<file path="config.mk">
export PLATFORM = sky130hd
export DESIGN_NAME = serial_edge_tx
export DESIGN_NICKNAME = d
export VERILOG_FILES = /design/src/rtl/serial_edge_tx_pkg.sv /design/src/rtl/serial_edge_counter.sv /design/src/rtl/serial_edge_tx.sv
export SDC_FILE = /design/constraint.sdc
export NUM_CORES = 1
export LEC_CHECK = 0
export ABC_AREA = 1
export CAP_MARGIN = 20
export CORE_MARGIN = 5
export CORE_UTILIZATION = 25
export DETAILED_ROUTE_END_ITERATION = 10
export GPL_TIMING_DRIVEN = 0
export PLACE_DENSITY = 0.53
export SKIP_LAST_GASP = 1
export SLEW_MARGIN = 30
export SYNTH_ARGS = -nofsm -noshare
export SYNTH_HDL_FRONTEND = slang
export SYNTH_HIERARCHICAL = 1
export SYNTH_SLANG_ARGS = --single-unit
</file>
<file path="constraint.sdc">
create_clock -name clk -period 3 [get_ports clk]
set_clock_uncertainty 0.15 [all_clocks]
set_input_delay 0.6 -clock clk [delete_from_list [all_inputs] [get_ports clk]]
set_output_delay 0.6 -clock clk [all_outputs]
set_load 0.02 [all_outputs]
</file>
<file path="src/rtl/serial_edge_tx_pkg.sv">
// Shared types for the serial edge transmitter.
// Holds the FSM state encoding used by the top level.
package serial_edge_tx_pkg;

  typedef enum logic [1:0] {
    ST_IDLE  = 2'd0,
    ST_SHIFT = 2'd1,
    ST_GAP   = 2'd2
  } tx_state_e;

endpackage

</file>
<file path="src/rtl/serial_edge_counter.sv">
// Counts rising/falling transitions on a single-bit line; clear re-arms from INIT_LVL.
// Outputs include the current enabled sample, so a frame total is valid in its last bit cycle.
module serial_edge_counter #(
  parameter int   CW       = 5,
  parameter logic INIT_LVL = 1'b0
) (
  input  logic          clk,
  input  logic          rst,
  input  logic          clr_i,
  input  logic          en_i,
  input  logic          din_i,
  output logic [CW-1:0] rise_o,
  output logic [CW-1:0] fall_o
);

  logic          prev_q;
  logic [CW-1:0] rise_q;
  logic [CW-1:0] fall_q;

  always_comb begin
    rise_o = rise_q;
    fall_o = fall_q;
    if (en_i && !clr_i) begin
      if (din_i && !prev_q) rise_o = rise_q + CW'(1);
      if (!din_i && prev_q) fall_o = fall_q + CW'(1);
    end
  end

  always_ff @(posedge clk or negedge rst) begin
    if (!rst) begin
      prev_q <= INIT_LVL;
      rise_q <= '0;
      fall_q <= '0;
    end else if (clr_i) begin
      prev_q <= INIT_LVL;
      rise_q <= '0;
      fall_q <= '0;
    end else if (en_i) begin
      prev_q <= din_i;
      rise_q <= rise_o;
      fall_q <= fall_o;
    end
  end

endmodule

</file>
<file path="src/rtl/serial_edge_tx.sv">
// MSB-first serial pattern transmitter with forced idle gap and per-frame edge counts.
// Accept-to-first-bit latency is one cycle; load_valid is ignored while busy (no buffering).
module serial_edge_tx
  import serial_edge_tx_pkg::*;
#(
  parameter int   WIDTH    = 21,
  parameter int   GAP      = 2,
  parameter logic IDLE_LVL = 1'b0
) (
  input  logic                       clk,
  input  logic                       rst,
  input  logic [WIDTH-1:0]           load_data,
  input  logic                       load_valid,
  output logic                       load_ready,
  input  logic                       abort,
  output logic                       dout,
  output logic                       dout_valid,
  output logic                       busy,
  output logic                       done,
  output logic [$clog2(WIDTH+1)-1:0] rise_cnt,
  output logic [$clog2(WIDTH+1)-1:0] fall_cnt
);

  localparam int CW = $clog2(WIDTH+1);
  localparam int GW = (GAP > 1) ? $clog2(GAP) : 1;

  tx_state_e        state_q, state_d;
  logic [WIDTH-1:0] shreg_q, shreg_d;
  logic [CW-1:0]    bitcnt_q, bitcnt_d;
  logic [GW-1:0]    gapcnt_q, gapcnt_d;
  logic             dout_q, dout_d;
  logic             dout_valid_q, dout_valid_d;
  logic             busy_q, busy_d;
  logic             done_q, done_d;
  logic             load_ready_q, load_ready_d;
  logic [CW-1:0]    rise_q, rise_d;
  logic [CW-1:0]    fall_q, fall_d;
  logic             cnt_clr;
  logic [CW-1:0]    rise_run, fall_run;

  // Watches the registered line, so the running count covers exactly the frame bits.
  serial_edge_counter #(
    .CW       (CW),
    .INIT_LVL (IDLE_LVL)
  ) u_edge_cnt (
    .clk    (clk),
    .rst    (rst),
    .clr_i  (cnt_clr),
    .en_i   (dout_valid_q),
    .din_i  (dout_q),
    .rise_o (rise_run),
    .fall_o (fall_run)
  );

  always_comb begin
    state_d      = state_q;
    shreg_d      = shreg_q;
    bitcnt_d     = bitcnt_q;
    gapcnt_d     = gapcnt_q;
    dout_d       = IDLE_LVL;
    dout_valid_d = 1'b0;
    busy_d       = 1'b0;
    done_d       = 1'b0;
    load_ready_d = 1'b0;
    rise_d       = rise_q;
    fall_d       = fall_q;
    cnt_clr      = 1'b0;
    case (state_q)
      ST_IDLE: begin
        load_ready_d = 1'b1;
        if (load_valid && !abort) begin
          state_d      = ST_SHIFT;
          dout_d       = load_data[WIDTH-1];
          dout_valid_d = 1'b1;
          busy_d       = 1'b1;
          load_ready_d = 1'b0;
          shreg_d      = {load_data[WIDTH-2:0], 1'b0};
          bitcnt_d     = CW'(WIDTH-1);
          cnt_clr      = 1'b1;
        end
      end
      ST_SHIFT: begin
        busy_d = 1'b1;
        if (abort) begin
          state_d      = ST_IDLE;
          busy_d       = 1'b0;
          load_ready_d = 1'b1;
        end else if (bitcnt_q != '0) begin
          dout_d       = shreg_q[WIDTH-1];
          dout_valid_d = 1'b1;
          shreg_d      = {shreg_q[WIDTH-2:0], 1'b0};
          bitcnt_d     = bitcnt_q - CW'(1);
        end else begin
          // Last bit is on the line now; publish counts alongside done.
          done_d = 1'b1;
          rise_d = rise_run;
          fall_d = fall_run;
          if (GAP == 0) begin
            state_d      = ST_IDLE;
            busy_d       = 1'b0;
            load_ready_d = 1'b1;
          end else begin
            state_d  = ST_GAP;
            gapcnt_d = GW'(GAP-1);
          end
        end
      end
      ST_GAP: begin
        busy_d = 1'b1;
        if (abort || gapcnt_q == '0) begin
          state_d      = ST_IDLE;
          busy_d       = 1'b0;
          load_ready_d = 1'b1;
        end else begin
          gapcnt_d = gapcnt_q - GW'(1);
        end
      end
      default: begin
        state_d      = ST_IDLE;
        load_ready_d = 1'b1;
      end
    endcase
  end

  always_ff @(posedge clk or negedge rst) begin
    if (!rst) begin
      state_q      <= ST_IDLE;
      shreg_q      <= '0;
      bitcnt_q     <= '0;
      gapcnt_q     <= '0;
      dout_q       <= IDLE_LVL;
      dout_valid_q <= 1'b0;
      busy_q       <= 1'b0;
      done_q       <= 1'b0;
      load_ready_q <= 1'b1;
      rise_q       <= '0;
      fall_q       <= '0;
    end else begin
      state_q      <= state_d;
      shreg_q      <= shreg_d;
      bitcnt_q     <= bitcnt_d;
      gapcnt_q     <= gapcnt_d;
      dout_q       <= dout_d;
      dout_valid_q <= dout_valid_d;
      busy_q       <= busy_d;
      done_q       <= done_d;
      load_ready_q <= load_ready_d;
      rise_q       <= rise_d;
      fall_q       <= fall_d;
    end
  end

  assign load_ready = load_ready_q;
  assign dout       = dout_q;
  assign dout_valid = dout_valid_q;
  assign busy       = busy_q;
  assign done       = done_q;
  assign rise_cnt   = rise_q;
  assign fall_cnt   = fall_q;

endmodule
</file>
## After elaboration in Yosys (flattened, before gate mapping)

Cells that the tools add are included.
W data, S select, Z words.

- Logic and storage cells: 94
- Input bits: 25
- Bits in registers: 55

- Bitwise gates (word level): 3
- Multiplexer cells: 46
- Add/subtract/negate cells: 4
- Reductions and logical operators: 18
- Eq/ne operators: 9

Operator list:

| kind | count |
|---|---|
| $mux W21 | 3 |
| $mux W5 | 11 |
| $pmux W21 S2 | 1 |
| $mux W1 | 20 |
| $ne A2 B2 Y1 const B | 6 |
| $add A5 B1 Y5 const B | 2 |
| $pmux W5 S2 | 1 |
| $mux W2 | 4 |
| $reduce_and A4 Y1 | 2 |
| $pmux W1 S2 | 3 |
| $pmux W1 S3 | 2 |
| $pmux W2 S3 | 1 |
| $reduce_and A3 Y1 | 2 |
| $reduce_bool A2 Y1 | 3 |
| $reduce_bool A5 Y1 | 1 |
| $sub A5 B1 Y5 const B | 1 |
| $logic_and A1 B1 Y1 | 4 |
| $logic_not A1 Y1 | 4 |
| $ne A3 B3 Y1 const B | 1 |
| $not A1 Y1 | 3 |
| $eq A2 B1 Y1 const B | 1 |
| $eq A2 B2 Y1 const B | 1 |
| $logic_not A2 Y1 | 1 |
| $logic_or A1 B1 Y1 | 1 |
| $sub A1 B1 Y1 const B | 1 |

## Longest topological paths before layout

Gate-level depths: netlist of run 1.

- Depth after elaboration: 9
- Depth in mapped cells: 12
- Mapped depth without buffers: 12

## Cells and area by module

Netlist of run 1, hierarchy kept.

By module, submodules not included:

| module | instances | area each (sq um) | cells each |
|---|---|---|---|
| serial_edge_tx | 1 | 2028.2 | 265 |
| serial_edge_counter | 1 | 793.3 | 123 |

## Worst setup path after synthesis of run 1

OpenSTA, ideal clock, no wires.

- Path type: input port to flip-flop
- Start: in abort
- End: reg fall_q[3], in the netlist fall_cnt[3]
- Data required time: 2.733 ns
- Path buffers: 0
- Arrival time: 1.515 ns
- Stages: 11
- Setup slack: 1.218 ns
- Path through: inv_1 -> nand3_1 -> inv_1 -> inv_1 -> nand2_1 -> nor2_4 -> nand3_1 -> nand2_1 -> inv_1 -> nand2_1 -> nand2_1

- Longest elaborated chain between the ends: 7

Ends and longest elaborated chain:

| what | line | source |
|---|---|---|
| start, declared | serial_edge_tx.sv:15 | `input logic abort,` |
| $logic_not A1 Y1 | serial_edge_tx.sv:71 | `if (load_valid && !abort) begin` |
| $logic_and A1 B1 Y1 | serial_edge_tx.sv:71 |  |
| $mux W1 | serial_edge_tx.sv:71 |  |
| $mux W1 | serial_edge_tx.sv:68 | `case (state_q)` |
| via cnt_clr | serial_edge_tx.sv:38 | `logic cnt_clr;` |
| $logic_not A1 Y1 | serial_edge_counter.sv:23 | `if (en_i && !clr_i) begin` |
| $logic_and A1 B1 Y1 | serial_edge_counter.sv:23 |  |
| $mux W5 | serial_edge_counter.sv:23 |  |
| via fall_run[3] | serial_edge_tx.sv:39 | `logic [CW-1:0] rise_run, fall_run;` |
| end signal, assigned | serial_edge_tx.sv:149 | `fall_q <= fall_d;` |
| end, declared | serial_edge_tx.sv:37 | `logic [CW-1:0] fall_q, fall_d;` |

The timed path passes the listed nets, and every way through them passes these cells.
A chain may end at the register's enable or synchronous reset.

## Final worst setup path of run 1

- Start: in abort
- End: reg rise_q[3], in the netlist rise_cnt[3]

- Longest elaborated chain between the ends: 7

Ends and longest elaborated chain:

| what | line | source |
|---|---|---|
| $logic_not A1 Y1 | serial_edge_tx.sv:71 |  |
| $logic_and A1 B1 Y1 | serial_edge_tx.sv:71 |  |
| $mux W1 | serial_edge_tx.sv:71 |  |
| $mux W1 | serial_edge_tx.sv:68 |  |
| via cnt_clr | serial_edge_tx.sv:38 |  |
| $logic_not A1 Y1 | serial_edge_counter.sv:23 |  |
| $logic_and A1 B1 Y1 | serial_edge_counter.sv:23 |  |
| $mux W5 | serial_edge_counter.sv:23 |  |
| via rise_run[3] | serial_edge_tx.sv:39 |  |
| end signal, assigned | serial_edge_tx.sv:148 | `rise_q <= rise_d;` |
| end, declared | serial_edge_tx.sv:36 | `logic [CW-1:0] rise_q, rise_d;` |

The timed path passes the listed nets, and every way through them passes these cells.

==> results of run 1 <==
## cells in the mapped netlist
master                     number  area [µm²]
sky130_fd_sc_hd__nand3_1       34       170.2
sky130_fd_sc_hd__o22ai_1        1       6.260
sky130_fd_sc_hd__buf_6          2       22.52
sky130_fd_sc_hd__dfrtp_1       53        1326
sky130_fd_sc_hd__nand2_4        4       45.04
sky130_fd_sc_hd__nand4_1        7       43.79
sky130_fd_sc_hd__o21ai_1        2       10.01
sky130_fd_sc_hd__nor2_1        15       56.30
sky130_fd_sc_hd__ha_1           3       37.54
sky130_fd_sc_hd__nor3_1         1       5.000
sky130_fd_sc_hd__a21oi_1        1       5.000
sky130_fd_sc_hd__dfstp_2        1       26.28
sky130_fd_sc_hd__inv_1         31       116.4
sky130_fd_sc_hd__xnor2_1        1       8.760
sky130_fd_sc_hd__o21ai_0       13       65.06
sky130_fd_sc_hd__nor2_2         1       6.260
sky130_fd_sc_hd__buf_2         10       50.05
sky130_fd_sc_hd__inv_2          4       15.01
sky130_fd_sc_hd__nand3b_1       2       15.01
sky130_fd_sc_hd__nand2_2        1       6.260
sky130_fd_sc_hd__nor2_4         3       33.78
sky130_fd_sc_hd__nand2_1      196       735.7
sky130_fd_sc_hd__buf_4          2       15.01
## per-stage QoR
stage	area [µm²]	setup TNS [ps]	instances	setup WS, ps	hold slack [ps]
global placement	3387	-34390	567	-653.0	302.9
floorplan	2821	0	388	1218	154.4
global route	3603	0	576	510.3	50.14
detailed placement	3405	0	568	368.3	308.3
finish	3603	0	576	673.6	29.98
CTS	3603	0	576	674.7	37.90
## critical path: stages
cell	delay, ps
sky130_fd_sc_hd__clkdlybuf4s50_1	570
sky130_fd_sc_hd__inv_1	120
sky130_fd_sc_hd__nand3_1	190
sky130_fd_sc_hd__inv_1	160
sky130_fd_sc_hd__nor2_2	200
sky130_fd_sc_hd__nand3_1	160
sky130_fd_sc_hd__o21ai_0	200
sky130_fd_sc_hd__nand2_1	70
sky130_fd_sc_hd__inv_1	50
sky130_fd_sc_hd__nand2_1	40
sky130_fd_sc_hd__nand2_1	60
## registers in the layout (all words and copies together), names as in the netlist
name and cells:
done 1, dout_valid 1, fall_cnt 5, u_edge_cnt/rise_q 5, dout 1, load_ready 1, u_edge_cnt/prev_q 1, rise_cnt 5
u_edge_cnt/fall_q 5, bitcnt_q 5, state_q 2, shreg_q 20, gapcnt_q 1, busy 1
## routing by layer
metal  vias up  global-route usage (%)  part of all wire [%]
li1       1292                       -                     -
met1      1133                   14.37                    47
met2        58                   17.09                    47
met3        10                   1.917                   4.6
met4         0                   2.784                   1.0
met5         -                       0                     0
## kinds of logic after synthesis
family                   after synthesis
adder cells (fa/ha/maj)                3
XOR/XNOR                               1
AO/OA/AOI/OAI                         17
flip-flops                            54
buffers and inverters                 49
AND/OR/NAND/NOR                      264
## power by group through the flow
stage	combinational (mW)	sequential, mW	clock, mW
6_report	0.886	1.14	0.775
5_1_grt	1.03	1.18	0.826
4_1_cts	0.902	1.14	0.798
3_5_place_dp	0.900	1.15	0
3_3_place_gp	0.878	1.14	0
2_1_floorplan	0.576	1.17	0
## layout make-up
cell class	count	area [µm²]	share of cell area, %
buffer	14	87.58	2.431
inverter	35	131.4	3.646
tap	140	175.2	4.861
multi-input combinational	285	1250	34.69
clock buffer	6	138.9	3.854
sequential	54	1353	37.53
clock inverter	2	60.06	1.667
timing repair buffer	40	407.9	11.32
## worst paths after layout
check / endpoint / cells past startpoint
min reg2reg: fall_cnt[0]$_DFFE_PN0P_ / 2
min: fall_cnt[4]$_DFFE_PN0P_ / 1
max reg2reg: rise_cnt[3]$_DFFE_PN0P_ / 10
max in group asynchronous: shreg_q[11]$_DFFE_PN0P_ / 2
max: rise_cnt[3]$_DFFE_PN0P_ / 11
min in group clk: fall_cnt[0]$_DFFE_PN0P_ / 2
==> results.md, run 1 <==
• 0.3104% — xor-xnor portion of the synthesized cell area
• input port to asynchronous set/reset pin — path class of the lowest-slack min-delay path
• flop — critical path endpoint category
• 39 — number of buffers added on ports
• no — RSZ-0062 raised after global routing
• 0.01094 mm² — CORE AREA
• 0 — final global-route overflow total
• 463 — net total in the final layout
• 0 — antenna violations before repair
• 0 — remaining design rule violation count
• 0 — number of max-cap violations
• 1195 — fillcell total
• 1170 ps — flop-to-flop setup slack
• 0% — fraction of synthesized area in multiplexers
• 0 — Resized Gates After CTS
• 31.7% — combinational share of power
• 47.94% — sequential element share of the synthesized area
• 0 — antenna cell count
• 8.716% — fraction of final layout cells with drive strength greater than 1
• 4757 µm — DP Wirelength
• 6 — Yosys warning count
• 290 ps — Skew-Pair Late Insertion Delay
• 0 — number of slew-limit violations in the final report
• 2493 — via count
• 4.328 — via-per-instance ratio
• 2 — Longest Clk Path Bufs
• 27.7% — part of the power in the clock network
• 0 — Post CTS Setup Buffer Count
• 6 — Crit Path Max Fanout
• 10.49% — global routing usage summed across all routing layers
• 2418 — vias in the first global route
• 40.6% — sequential cell fraction of total power
• 70 ps — clock-pin slew of the registers on the worst-case setup and hold paths
• 11.49 µm — wire length per cell
• yes — clock tree from TritonCTS
• 1.830 mW — Power Internal
• 1.920 nW — Pleak
• 40 — I/O pin count
• 968.1 µW — Switching Power
• 2.798 mW — PnR Total Power
• 429.8 MHz — f_max
• 75.76% — worst slew slack as a fraction of its limit
• 5 — number of buffers inserted during clock tree synthesis
• 0.7920 — Placer Congestion
• 54 — clock sink count
• input port — critical path startpoint category
• 388 — Cells after Synth
• abort — critical path launch point
• 3090 ps — CP Data Required Time
• 77.55% — final period utilization
• sky130_fd_sc_hd__clkbuf_16 — library cell used as clock root buffer
• 2410 ps — Critical Path AT
• 27.72% — area grow syn2layout
• state_q[0]$_DFFE_PN0P_ — startpoint of the lowest-slack register-to-register path
• 38 — standard-cell row count
• 196 x sky130_fd_sc_hd__nand2_1, 53 x sky130_fd_sc_hd__dfrtp_1, 38 x sky130_fd_sc_hd__clkdlybuf4s50_1 — commonest cells after routing, fill and taps aside
• 116.2 µm — die height
• 32.95% — Layout Utilization
• input port to flop — WS Path Type
• 0 — DRT antenna net count
• 6618 µm — total wire length
• 25.80% — initial standard-cell utilization of the core
• 0.002821 mm² — Syn Std Cell Area
• 23 — Yosys cell types
• 7.272 µm² — synthesized area divided by synthesized cell count
• 54 — count of state elements after synthesis
• 1.330% — adder and majority cell fraction of the synthesized area
• finished, final reports clean — status
• sky130_fd_sc_hd__nand2_1 — most common cell after layout, fill and taps aside
• 0 — Fin. Hold Viols
• 362.3 ps — Worst Tran Pin Value
• 0.3275 mV — VDD IR-drop max
• 416 — post-synthesis net count
• 0 — final setup fails
• 116.2 µm — horizontal extent of the die
• 2326 ps — final worst path period need
• 39.60% — simple-gate share of the synthesized area
• simple AND/OR/NAND/NOR gates — main combinational cell family by area after synthesis
• 35 — maximum number of pins on one net before global-route repair
• 34.60% — proportion of total power due to net switching
• 0 — count of hold-fix buffers inserted at cts
• 4 — DR pass1 iterations
• 2 — maximum level of the CTS H-tree
• 11430 µm — first-pass GRT wire length
• 776.5 mW/mm² — Power Dens Cells
• 3.060% — compound-gate portion of the synthesized area
• 94 — count of routing violations after the opening detailed-route iteration
• 0.01351 mm² — die outline area
No activity file was read; power rests on OpenSTA's default activity.
==> inputs of run 2 (changes only) <==
clock period = 2.4 ns   (was 3 ns; I/O delays follow)
==> run 2 against run 1 <==
  * Utilization grew 0.092 points
  * Global-route usage unchanged
  * Die area unchanged
  * Clock-buffer cell count unchanged
  * Worst setup slack worse by 470 ps
  * Non-clock buffer count up 1
  * Register-to-register slack worse by 580 ps
==> results.md, run 2 (same netlist as run 1, synthesis figures left out) <==
• finished, final reports clean — status
• flop — critical path endpoint category
• 40 — I/O pin count
• 6635 µm — total wire length
• 0.7920 — Placer Congestion
• 0 — antenna violations before repair
• 20 — Largest register FFs
• 6 — Crit Path Max Fanout
• 8.696% — fraction of final layout cells with drive strength greater than 1
• 54 — clock sink count
• sky130_fd_sc_hd__nand2_1 — most common cell after layout, fill and taps aside
• 103 — count of routing violations after the opening detailed-route iteration
• 10 — cells on worst reg2reg path
• 0 ps — summed negative setup slack over all endpoints
• 4 — DR pass1 iterations
• 1194 — fillcell total
• yes — clock tree from TritonCTS
• no — RSZ-0062 raised after global routing
• 116.2 µm — die height
• 5 — number of buffers inserted during clock tree synthesis
• 0 — number of slew-limit violations in the final report
• 2 — Longest Clk Path Bufs
• 0.003613 mm² — Final Cell Area
• 28.07% — area grow syn2layout
• state_q[0]$_DFFE_PN0P_ — startpoint of the lowest-slack register-to-register path
• 2418 — vias in the first global route
• 0 — final setup fails
• 2280 ps — Critical Path AT
• 0 — final global-route overflow total
• 2 — maximum level of the CTS H-tree
• 91.41% — final period utilization
• 1.924 nW — Pleak
• input port — critical path startpoint category
• 116.2 µm — horizontal extent of the die
• 464 — net total in the final layout
• 0.01351 mm² — die outline area
• 0 — Fin. Hold Viols
• 25.80% — initial standard-cell utilization of the core
• 570 ps — delay of the slowest critical-path stage
• 290 ps — Skew-Pair Late Insertion Delay
• sky130_fd_sc_hd__clkbuf_16 — library cell used as clock root buffer
• 11.50 µm — wire length per cell
• rise_cnt[3]$_DFFE_PN0P_ — endpoint of the most critical setup path
• 10.49% — global routing usage summed across all routing layers
• 2490 ps — CP Data Required Time
• clkdlybuf4s50_1 -> inv_1 -> nand3_1 -> inv_1 -> nor2_2 -> nand3_1 -> o21ai_0 -> nand2_1 -> inv_1 -> nand2_1 -> nand2_1 — CP Cell Sequence
• 0 — DRT antenna net count
• 196 x sky130_fd_sc_hd__nand2_1, 53 x sky130_fd_sc_hd__dfrtp_1, 38 x sky130_fd_sc_hd__clkdlybuf4s50_1 — commonest cells after routing, fill and taps aside
• 0 — antenna cell count
• 2194 ps — final worst path period need
• input port to flop — WS Path Type
• 0 — Post CTS Setup Buffer Count
• 76.01% — worst slew slack as a fraction of its limit
• 0.01094 mm² — CORE AREA
• 11430 µm — first-pass GRT wire length
• sky130_fd_sc_hd__clkdlybuf4s50_1 — cell with the largest stage delay on the worst path
• 39 — number of buffers added on ports
• 70 ps — clock-pin slew of the registers on the worst-case setup and hold paths
• 968.6 mW/mm² — Power Dens Cells
• 35 — maximum number of pins on one net before global-route repair
• 0 — remaining design rule violation count
• 0 — number of max-cap violations
• abort — critical path launch point
• 358.5 ps — Worst Tran Pin Value
• 0.003405 mm² — area after detailed placement
• 4757 µm — DP Wirelength
• 0.4107 mV — VDD IR-drop max
• 455.8 MHz — f_max
• shreg_q — register name with the most flops
• flop to flop — path class of the lowest-slack min-delay path
• 2489 — via count
• 590 ps — flop-to-flop setup slack
• 38 — standard-cell row count
• rise_cnt[3]$_DFFE_PN0P_ — Worst R2R End
• 4.314 — via-per-instance ratio
• 0 — Resized Gates After CTS
run 2: changes by cell type in the layout (fill, tap and decap cells not counted):
cell | previous run | this run
sky130_fd_sc_hd__dlygate4sd3_1 | 0 | 1
run 2: metrics by stage:
stage,hold WS (ps),utilization [%],total power [mW],cells,setup WS (ps)
floorplan,34.41,-,2.176,388,738.0
global placement,302.9,30.97,2.527,567,-1133
detailed placement,241.0,31.13,2.563,568,-111.7
CTS,326.7,33.04,3.552,577,194.7
global route,344.3,33.04,3.791,577,30.26
finish,320.2,33.04,3.500,577,206.1
run 2: power by group:
part	switching, mW	internal, mW	total [mW]
Sequential	0.203	1.22	1.42
Clock	0.342	0.627	0.969
Combinational	0.667	0.443	1.11
run 2: critical path: cells and delay by family:
kind	cells	cell delay, ps
buffers and inverters	4	890
and+or+nand+nor	6	710
AOI/OAI and AO/OA	1	200
run 2: per-layer routing:
layer	up-vias	wire length (µm)	GRT usage [%]
li1	1293	-	-
met2	53	3100	17.09
met4	0	77	2.784
met5	-	0	0
met1	1136	3166	14.37
met3	7	290	1.917
run 2: area by class of cell:
type,count,area (µm²),share of cell area (%)
Buffer,14,87.58,2.424
Clock buffer,6,138.9,3.843
Clock inverter,2,60.06,1.662
Inverter,35,131.4,3.636
Multi-Input combinational cell,285,1250,34.59
Sequential cell,54,1353,37.43
Tap cell,140,175.2,4.848
Timing Repair Buffer,41,417.9,11.57
run 2: worst min-delay path by stage:
| stage | start | endpoint | slack [ps] | cells past startpoint |
|---|---|---|---|---|
| 6_report | fall_cnt[0]$_DFFE_PN0P_ | fall_cnt[0]$_DFFE_PN0P_ | 320 | 2 |
| 3_5_place_dp | rst | fall_cnt[4]$_DFFE_PN0P_ | 240 | 1 |
| 4_1_cts | bitcnt_q[1]$_DFFE_PN0P_ | bitcnt_q[1]$_DFFE_PN0P_ | 330 | 2 |
| 2_1_floorplan | rst | bitcnt_q[0]$_DFFE_PN0P_ | 30 | 0 |
| 3_3_place_gp | bitcnt_q[1]$_DFFE_PN0P_ | bitcnt_q[1]$_DFFE_PN0P_ | 300 | 2 |
| 5_1_grt | bitcnt_q[1]$_DFFE_PN0P_ | bitcnt_q[1]$_DFFE_PN0P_ | 340 | 2 |
run 2: repair_timing:
item / CTS / global route
endpoints found under the hold margin: 19 / 0
setup endpoints to repair: 0 / 0
hold buffers: 1 / 0
